===== config.mk =====
export PLATFORM = sky130hd
export DESIGN_NAME = pm_loader_flat
export DESIGN_NICKNAME = d
export VERILOG_FILES = /design/src/rtl/pm_loader_if.sv /design/src/rtl/pm_loader.sv /design/src/flat_wrapper.sv
export SDC_FILE = /design/constraint.sdc
export NUM_CORES = 1
export LEC_CHECK = 0
export CELL_PAD_IN_SITES_DETAIL_PLACEMENT = 1
export CELL_PAD_IN_SITES_GLOBAL_PLACEMENT = 1
export CORE_MARGIN = 3
export CORE_UTILIZATION = 41
export DETAILED_ROUTE_END_ITERATION = 10
export MAX_ROUTING_LAYER = met4
export PLACE_DENSITY = 0.82
export SLEW_MARGIN = 40
export SYNTH_ARGS = -nofsm -noshare
export SYNTH_HDL_FRONTEND = slang
export SYNTH_SLANG_ARGS = --single-unit

===== constraint.sdc =====
create_clock -name CLK -period 5 [get_ports CLK]
set_input_delay 1 -clock CLK [delete_from_list [all_inputs] [get_ports CLK]]
set_output_delay 1 -clock CLK [all_outputs]
set_load 0.03 [all_outputs]

===== src/rtl/pm_loader_if.sv =====
// Byte-source / program-memory bundle for pm_loader.
// The loader sits on the slave side; the byte source and the memory observer sit on the master side.
interface pm_loader_if #(
  parameter int DATA_W = 32,
  parameter int BYTE_W = 8,
  parameter int ADDR_W = 5
);
  logic              I_START;
  logic              I_BYTE_VALID;
  logic [BYTE_W-1:0] I_BYTE;
  logic              O_BYTE_READY;
  logic              O_PM_WE;
  logic [ADDR_W-1:0] O_PM_ADDR;
  logic [DATA_W-1:0] O_PM_WDATA;
  logic              O_CPU_HOLD;
  logic              O_DONE;
  logic              O_OVERFLOW;
  logic [ADDR_W:0]   O_WORD_COUNT;

  modport master (
    output I_START, I_BYTE_VALID, I_BYTE,
    input  O_BYTE_READY, O_PM_WE, O_PM_ADDR, O_PM_WDATA,
           O_CPU_HOLD, O_DONE, O_OVERFLOW, O_WORD_COUNT
  );

  modport slave (
    input  I_START, I_BYTE_VALID, I_BYTE,
    output O_BYTE_READY, O_PM_WE, O_PM_ADDR, O_PM_WDATA,
           O_CPU_HOLD, O_DONE, O_OVERFLOW, O_WORD_COUNT
  );
endinterface


===== src/rtl/pm_loader.sv =====
// Program-memory loader: packs a byte stream into words, writes them at incrementing
// addresses and holds the CPU in reset until a halt word or a full memory ends the load.
module pm_loader #(
  parameter int                 DATA_W     = 32,
  parameter int                 BYTE_W     = 8,
  parameter int                 DEPTH      = 32,
  parameter int                 ADDR_W     = 5,
  parameter bit                 BIG_ENDIAN = 1'b1,
  parameter logic [DATA_W-1:0]  HALT_WORD  = 32'hFFFF_FFFF
) (
  input logic       CLK,
  input logic       RESET,
  pm_loader_if.slave bus
);

  localparam int BYTES  = DATA_W / BYTE_W;
  localparam int BCNT_W = (BYTES > 1) ? $clog2(BYTES) : 1;
  localparam int CNT_W  = ADDR_W + 1;

  typedef enum logic [1:0] {
    S_IDLE,
    S_LOAD,
    S_WRITE,
    S_DONE
  } state_e;

  state_e              state_q;
  logic [BCNT_W-1:0]   byte_cnt_q;
  logic [CNT_W-1:0]    count_q;
  logic [DATA_W-1:0]   asm_q;
  logic [DATA_W-1:0]   asm_d;
  logic [DATA_W-1:0]   wdata_q;
  logic [ADDR_W-1:0]   pm_addr_q;
  logic                ready_q;
  logic                we_q;
  logic                hold_q;
  logic                done_q;
  logic                ovf_q;

  logic                byte_fire;
  logic                last_byte;
  logic                last_addr;
  logic                halt_hit;

  // Shifting (rather than indexing by byte count) keeps the packer valid even when DATA_W == BYTE_W.
  always_comb begin
    asm_d = asm_q;
    if (BIG_ENDIAN) begin
      asm_d = (asm_q << BYTE_W) | DATA_W'(bus.I_BYTE);
    end else begin
      asm_d = (asm_q >> BYTE_W) | (DATA_W'(bus.I_BYTE) << (DATA_W - BYTE_W));
    end
  end

  assign byte_fire = bus.I_BYTE_VALID & ready_q;
  assign last_byte = (byte_cnt_q == BCNT_W'(BYTES - 1));
  assign last_addr = (count_q == CNT_W'(DEPTH - 1));
  assign halt_hit  = (wdata_q == HALT_WORD);

  // NOTE: every register here, including the assembly buffer, is cleared by the synchronous
  // reset and updated with non-blocking assignments so all state advances on the same edge.
  always_ff @(posedge CLK) begin
    if (!RESET) begin
      state_q    <= S_IDLE;
      byte_cnt_q <= '0;
      count_q    <= '0;
      asm_q      <= '0;
      wdata_q    <= '0;
      pm_addr_q  <= '0;
      ready_q    <= 1'b0;
      we_q       <= 1'b0;
      hold_q     <= 1'b1;
      done_q     <= 1'b0;
      ovf_q      <= 1'b0;
    end else if (bus.I_START) begin
      // A restart during WRITE only drops the strobe after the cycle it was already high.
      state_q    <= S_LOAD;
      byte_cnt_q <= '0;
      count_q    <= '0;
      asm_q      <= '0;
      ready_q    <= 1'b1;
      we_q       <= 1'b0;
      hold_q     <= 1'b1;
      done_q     <= 1'b0;
      ovf_q      <= 1'b0;
    end else begin
      case (state_q)
        S_IDLE: begin
          hold_q <= 1'b1;
        end

        S_LOAD: begin
          if (byte_fire) begin
            asm_q <= asm_d;
            if (last_byte) begin
              state_q    <= S_WRITE;
              byte_cnt_q <= '0;
              ready_q    <= 1'b0;
              we_q       <= 1'b1;
              wdata_q    <= asm_d;
              pm_addr_q  <= count_q[ADDR_W-1:0];
            end else begin
              byte_cnt_q <= byte_cnt_q + 1'b1;
            end
          end
        end

        S_WRITE: begin
          we_q       <= 1'b0;
          count_q    <= count_q + 1'b1;
          byte_cnt_q <= '0;
          if (halt_hit) begin
            state_q <= S_DONE;
            done_q  <= 1'b1;
            hold_q  <= 1'b0;
          end else if (last_addr) begin
            state_q <= S_DONE;
            done_q  <= 1'b1;
            hold_q  <= 1'b0;
            ovf_q   <= 1'b1;
          end else begin
            state_q <= S_LOAD;
            ready_q <= 1'b1;
          end
        end

        S_DONE: begin
          ready_q <= 1'b0;
        end

        default: begin
          state_q <= S_IDLE;
          ready_q <= 1'b0;
          we_q    <= 1'b0;
          hold_q  <= 1'b1;
        end
      endcase
    end
  end

  assign bus.O_BYTE_READY = ready_q;
  assign bus.O_PM_WE      = we_q;
  assign bus.O_PM_ADDR    = pm_addr_q;
  assign bus.O_PM_WDATA   = wdata_q;
  assign bus.O_CPU_HOLD   = hold_q;
  assign bus.O_DONE       = done_q;
  assign bus.O_OVERFLOW   = ovf_q;
  assign bus.O_WORD_COUNT = count_q;

endmodule


===== src/flat_wrapper.sv =====
// flat-port wrapper written by rule: the top's interface ports become plain ports
module pm_loader_flat 
#(
  parameter int                 DATA_W     = 32,
  parameter int                 BYTE_W     = 8,
  parameter int                 DEPTH      = 32,
  parameter int                 ADDR_W     = 5,
  parameter bit                 BIG_ENDIAN = 1'b1,
  parameter logic [DATA_W-1:0]  HALT_WORD  = 32'hFFFF_FFFF
)
  (CLK, RESET, bus_I_START, bus_I_BYTE_VALID, bus_I_BYTE, bus_O_BYTE_READY, bus_O_PM_WE, bus_O_PM_ADDR, bus_O_PM_WDATA, bus_O_CPU_HOLD, bus_O_DONE, bus_O_OVERFLOW, bus_O_WORD_COUNT);
  pm_loader_if #(.DATA_W(DATA_W), .BYTE_W(BYTE_W), .ADDR_W(ADDR_W)) bus_i ();
  input logic CLK;
  input logic RESET;
  input wire logic [$bits(bus_i.I_START)-1:0] bus_I_START;
  input wire logic [$bits(bus_i.I_BYTE_VALID)-1:0] bus_I_BYTE_VALID;
  input wire logic [$bits(bus_i.I_BYTE)-1:0] bus_I_BYTE;
  output wire logic [$bits(bus_i.O_BYTE_READY)-1:0] bus_O_BYTE_READY;
  output wire logic [$bits(bus_i.O_PM_WE)-1:0] bus_O_PM_WE;
  output wire logic [$bits(bus_i.O_PM_ADDR)-1:0] bus_O_PM_ADDR;
  output wire logic [$bits(bus_i.O_PM_WDATA)-1:0] bus_O_PM_WDATA;
  output wire logic [$bits(bus_i.O_CPU_HOLD)-1:0] bus_O_CPU_HOLD;
  output wire logic [$bits(bus_i.O_DONE)-1:0] bus_O_DONE;
  output wire logic [$bits(bus_i.O_OVERFLOW)-1:0] bus_O_OVERFLOW;
  output wire logic [$bits(bus_i.O_WORD_COUNT)-1:0] bus_O_WORD_COUNT;
  assign bus_i.I_START = bus_I_START;
  assign bus_i.I_BYTE_VALID = bus_I_BYTE_VALID;
  assign bus_i.I_BYTE = bus_I_BYTE;
  assign bus_O_BYTE_READY = bus_i.O_BYTE_READY;
  assign bus_O_PM_WE = bus_i.O_PM_WE;
  assign bus_O_PM_ADDR = bus_i.O_PM_ADDR;
  assign bus_O_PM_WDATA = bus_i.O_PM_WDATA;
  assign bus_O_CPU_HOLD = bus_i.O_CPU_HOLD;
  assign bus_O_DONE = bus_i.O_DONE;
  assign bus_O_OVERFLOW = bus_i.O_OVERFLOW;
  assign bus_O_WORD_COUNT = bus_i.O_WORD_COUNT;
  pm_loader #(.DATA_W(DATA_W), .BYTE_W(BYTE_W), .DEPTH(DEPTH), .ADDR_W(ADDR_W), .BIG_ENDIAN(BIG_ENDIAN), .HALT_WORD(HALT_WORD)) u_core (.CLK(CLK), .RESET(RESET), .bus(bus_i));
endmodule

# ---- After elaboration in Yosys (flattened, before gate mapping)
# Index checks and enable logic that the tools add are counted.
dict set report word_totals {
  register_bits 76
  word_cells 71
  inputBits 12
}
dict set report classes {
  bitwise 5
  eq_ne 13
  addsub 2
  mux 23
  reduce_logical 16
}
# cell n
set op_table {}
lappend op_table {{$eq 32x32->1 const B} 1}
lappend op_table {{$or 32x8->32} 1}
lappend op_table {{$mux 1} 12}
lappend op_table {{$mux 2} 6}
lappend op_table {{$reduce_and 3->1} 3}
lappend op_table {{$pmux 2 s2} 2}
lappend op_table {{$reduce_and 2->1} 4}
lappend op_table {{$add 6x1->6 const B} 1}
lappend op_table {{$eq 2x2->1 const B} 3}
lappend op_table {{$eq 6x5->1 const B} 1}
lappend op_table {{$ne 3x2->1 const B} 2}
lappend op_table {{$ne 3x3->1 const B} 2}
lappend op_table {{$reduce_bool 2->1} 3}
lappend op_table {{$reduce_and 5->1} 1}
lappend op_table {{$ne 2x1->1 const B} 2}
lappend op_table {{$pmux 1 s2} 2}
lappend op_table {{$reduce_and 4->1} 1}
lappend op_table {{$reduce_bool 4->1} 1}
lappend op_table {{$ne 3x1->1 const B} 1}
lappend op_table {{$not 1->1} 3}
lappend op_table {{$pmux 1 s3} 1}
lappend op_table {{$reduce_bool 3->1} 1}
lappend op_table {{$add 2x1->2 const B} 1}
lappend op_table {{$eq 2x1->1 const B} 1}
lappend op_table {{3 further kinds} 3}

# ---- Logic depth before layout (Yosys ltp)
dict set report logic_depth {
  word_depth 5
  ltp_mapped 9
  depth_no_buf 6
}

# ---- Worst setup path after synthesis
# No wires, ideal clock.
dict set report synth_timing {
  kind {input to register}
  start {input port bus_I_BYTE_VALID}
  end {register u_core.wdata_q[17], in the netlist u_core.bus.O_PM_WDATA[17]}
  stages 7
  path_buffers 3
  required_ns 4.934
  setup_slack_ns 3.004
  t_arrival_ns 1.930
  setup_ns 0.066
  cell_sequence {and3_1 > buf_4 > nand3b_1 > buf_4 > buf_2 > nand2_1 > a21boi_2}
}
dict set report synth_between {
  elab_chain_len 2
}
# item line_no
set synth_rtl {}
lappend synth_rtl {{from (decl)} flat_wrapper.sv:16} ;# input wire logic [$bits(bus_i.I_BYTE_VALID)-1:0] bus_I_BYTE_VALID;
lappend synth_rtl {{$and 1x1->1} pm_loader.sv:55} ;# assign byte_fire = bus.I_BYTE_VALID & ready_q;
lappend synth_rtl {{$reduce_and 4->1 (no line)} --}
lappend synth_rtl {{to (signal assigned)} pm_loader.sv:100} ;# wdata_q <= asm_d;
lappend synth_rtl {{to (decl)} pm_loader.sv:32} ;# logic [DATA_W-1:0] wdata_q;
# Every way passes these cells.
# A chain may end at the register's enable or synchronous reset.

# ---- Worst setup path in the final report
dict set report layout_timing {
  start {input port bus_I_BYTE_VALID}
  end {register u_core.pm_addr_q[4], in the netlist u_core.bus.O_PM_ADDR[4]}
}
dict set report layout_between {
  elab_chain_len 2
}
# item line_no
set layout_rtl {}
lappend layout_rtl {{$and 1x1->1} pm_loader.sv:55}
lappend layout_rtl {{$reduce_and 4->1 (no line)} --}
lappend layout_rtl {{to (signal assigned)} pm_loader.sv:101} ;# pm_addr_q <= count_q[ADDR_W-1:0];
lappend layout_rtl {{to (decl)} pm_loader.sv:33} ;# logic [ADDR_W-1:0] pm_addr_q;
# Every way passes these cells.

==> flow_metrics.tcl <==
set metrics [dict create \
    worstHoldStart "u_core.asm_q[20]$_SDFFE_PP0P_" \
    synth_top_cells_by_area "dfxtp_1 49%, nand2_1 16%, a21boi_2 7.3%, a21oi_1 4.7%, a21boi_1 2.4%" \
    yosys-top-cells-count "131 x nand2_1, 76 x dfxtp_1, 29 x a21oi_1" \
    cts-root-buf "clkbuf_8" \
    fin_cells 512 \
    crit_chain "clkdlybuf4s50_1, and3_1, buf_4, nand3b_1, buf_4, nand2_1, a21boi_0" \
    dp_hpwl_um 5500 \
    critPathRequiredTime_ps 5210 \
    routed_wl_um 8240 \
    dp_cells 497 \
    syn-num-nets 377 \
    yosysSeqAreaShare_pct 49.3 \
    drive_above_1_share_pct 10.1 \
    pin_count 60 \
    cts_tree "built" \
    worstMarginPinSlew_ps 704 \
    synth_area_mm2 0.00308 \
    clock.fmax_mhz 339 \
    whs_ps 449 \
    vias 2673 \
    ys_ff_latch 76 \
    powerDensity_mw_per_mm2 302 \
    clock-sinks 76 \
    placed_area_mm2 0.00371 \
    cts-resized-gates 0 \
    grt_pass1_wl_um 13800 \
    crit_family "buffers and inverters" \
    synthFlopType "dfxtp_1" \
    synth_area_leader_cell "dfxtp_1" \
    fin_util_pct 55.7 \
    finalPower_mw 1.19 \
    synth_cell_types 36 \
    critical_path_buf_inv_count 3 \
    dieHeight_um 92.7 \
    max_stage_delay_ps 550 \
    final_net_count 430 \
    dieArea_mm2 0.00860 \
    post_cts.repair.setup_buffers 0 \
    netlist.area_leader.share_pct 49.3 \
    n_fill_cell 873 \
    cap_violations 0 \
    p_leak_nw 1.25 \
    fin_area_mm2 0.00393 \
    grt_util_all_layers_pct 20.8 \
    final-setup-viol-count 0 \
    r2r_slack_ps 2450 \
    fp-row-count 30 \
    setup_ws_ps 2050 \
    numCtsBuffers 9 \
    ir_drop_mv 0.202 \
    ff2ff_path_depth 8 \
    grt_max_degree 42 \
    reg2reg_to "u_core.bus.O_PM_ADDR[4]$_SDFFE_PN0P_" \
    cp-start-kind "primary input" \
    arrival_ps 3170 \
    relSlewSlack_pct 52.9 \
    min_period_over_period_pct 59.1 \
    path_clk_slew_ps 80 \
    dp_worst_setup_slack_ps 1680 \
    core-area_mm2 0.00706 \
    criticalPathCategory "in2reg" \
    clockBufferDepth 2 \
    holdPathEnd "u_core.bus.O_PM_WDATA[28]$_SDFFE_PN0P_" \
    gp_congestion 0.806 \
    synth.most_common_cell "nand2_1" \
    cts_hold_buf 0 \
    rsz0062_at_grt "no" \
    wl_per_cell_um 16.1 \
    synth_edf_count 0 \
    status "finished, final reports clean" \
    antenna_found_initial 0 \
    syn_area_per_cell_um2 8.59 \
    antenna-diode-count 0 \
    insertion_delay_ps 340 \
    hold_viol 0 \
    multiInputGateArea_mm2 0.00143 \
    start_util_pct 43.7 \
    cp-end-kind "register" \
    holdPathStages 2 \
    regArea_mm2 0.00152 \
    fin_tns_setup_ps 0 \
    async_flop_share_pct 0 \
    syn_to_final_growth_pct 27.5 \
    vias_per_cell 5.22 \
    timing.rr.start "u_core.state_q[1]$_SDFFE_PP0P_" \
    port_buffers 59 \
    ant_nets 0 \
    yosysWarningCount 0 \
    initialDrtViolationCount 124 \
    crit_path_frequent_cell "buf_4" \
    crit_fanout 26 \
    drv_slew 0 \
    fin_crit_ps 2950 \
    grt_overflow 0 \
    synth_cells 359 \
    crit_slowest_cell "nand3b_1" \
    hp-class "reg2reg" \
    drc 0 \
    grt_pass1_vias 2755 \
    skew_ps 10.4 \
    die_w_um 92.7 \
    cts_htree_levels 3 \
    dr.pass1.iters 4 \
]
[report_power, final]
group	internal [mW]	total, mW	switching [mW]
clock network	0.305	0.524	0.219
registers	0.608	0.611	0.00337
logic	0.0229	0.0519	0.0290
total	0.936	1.19	0.252
[layout by cell type, fill, tap and decap left out, types with 2 or more instances in the layout]
master | netlist | routed
a21boi_0 | 8 | 8
clkdlybuf4s50_1 | 0 | 59
nor4_1 | 2 | 2
bufinv_16 | 0 | 2
a31oi_1 | 2 | 2
nand4_1 | 10 | 10
buf_4 | 2 | 5
xor2_1 | 3 | 3
nor2_1 | 9 | 9
nand2_1 | 131 | 131
and3_1 | 2 | 2
clkbuf_8 | 0 | 11
a21boi_1 | 10 | 10
a211oi_1 | 2 | 2
o21ai_0 | 4 | 4
inv_1 | 2 | 2
or3_1 | 2 | 2
a21boi_2 | 20 | 20
a21o_1 | 3 | 3
nand3_1 | 3 | 3
a21oi_1 | 29 | 29
ha_1 | 6 | 6
dfxtp_1 | 76 | 76
[flip-flops by register name (all words and copies together) (netlist names)]
register / count
u_core.bus.O_WORD_COUNT: 6
u_core.bus.O_CPU_HOLD: 1
u_core.bus.O_PM_WE: 1
u_core.bus.O_OVERFLOW: 1
u_core.asm_q: 24
u_core.state_q: 2
u_core.bus.O_PM_WDATA: 32
u_core.byte_cnt_q: 2
u_core.bus.O_DONE: 1
u_core.bus.O_BYTE_READY: 1
u_core.bus.O_PM_ADDR: 5
[worst max-delay path by stage]
stage	from	endpoint	slack, ps	cells past startpoint
finish	bus_I_BYTE_VALID	u_core.bus.O_PM_ADDR[4]$_SDFFE_PN0P_	2050	7
global placement	bus_I_BYTE_VALID	u_core.bus.O_PM_ADDR[1]$_SDFFE_PN0P_	1780	7
global route	bus_I_BYTE_VALID	u_core.bus.O_PM_ADDR[4]$_SDFFE_PN0P_	1870	7
CTS	bus_I_BYTE_VALID	u_core.bus.O_PM_ADDR[4]$_SDFFE_PN0P_	2030	7
detailed placement	bus_I_BYTE_VALID	u_core.bus.O_PM_WDATA[15]$_SDFFE_PN0P_	1680	7
floorplan	bus_I_BYTE_VALID	u_core.bus.O_PM_WDATA[17]$_SDFFE_PN0P_	3000	7
[cells by family (layout without fill, tap and decap cells)]
logic type               count (synthesis)  after routing  share of synthesized area (%)
AO/OA/AOI/OAI                           82             82                           19.8
XOR/XNOR                                 4              4                           1.14
adder cells (fa/ha/maj)                  6              6                           2.43
buffers and inverters                   24             81                           4.26
flip-flops                              76             76                           49.3
multiplexers                             1              1                          0.325
AND/OR/NAND/NOR                        166            166                           22.8
[routing by layer]
| layer | vias to the layer above | part of all wire [%] | track usage (%) |
|---|---|---|---|
| met3 | 9 | 2.3 | 4.14 |
| met5 | - | 0 | - |
| li1 | 1301 | - | - |
| met2 | 43 | 52 | 35.2 |
| met1 | 1320 | 44 | 25.4 |
| met4 | 0 | 0.97 | 5.37 |
[final cells by class]
type / instances / area share, %
Tap cell: 96 / 3.05
Multi-Input combinational cell: 259 / 36.4
Clock buffer: 11 / 3.85
Sequential cell: 76 / 38.7
Clock inverter: 4 / 1.85
Timing Repair Buffer: 64 / 16.0
Inverter: 2 / 0.191
[tightest hold or removal path: stages (launching register included)]
cell	delay, ps
dfxtp_1	320
nand2_1	60
a21boi_1	50
(Power assumes the default switching activity.)
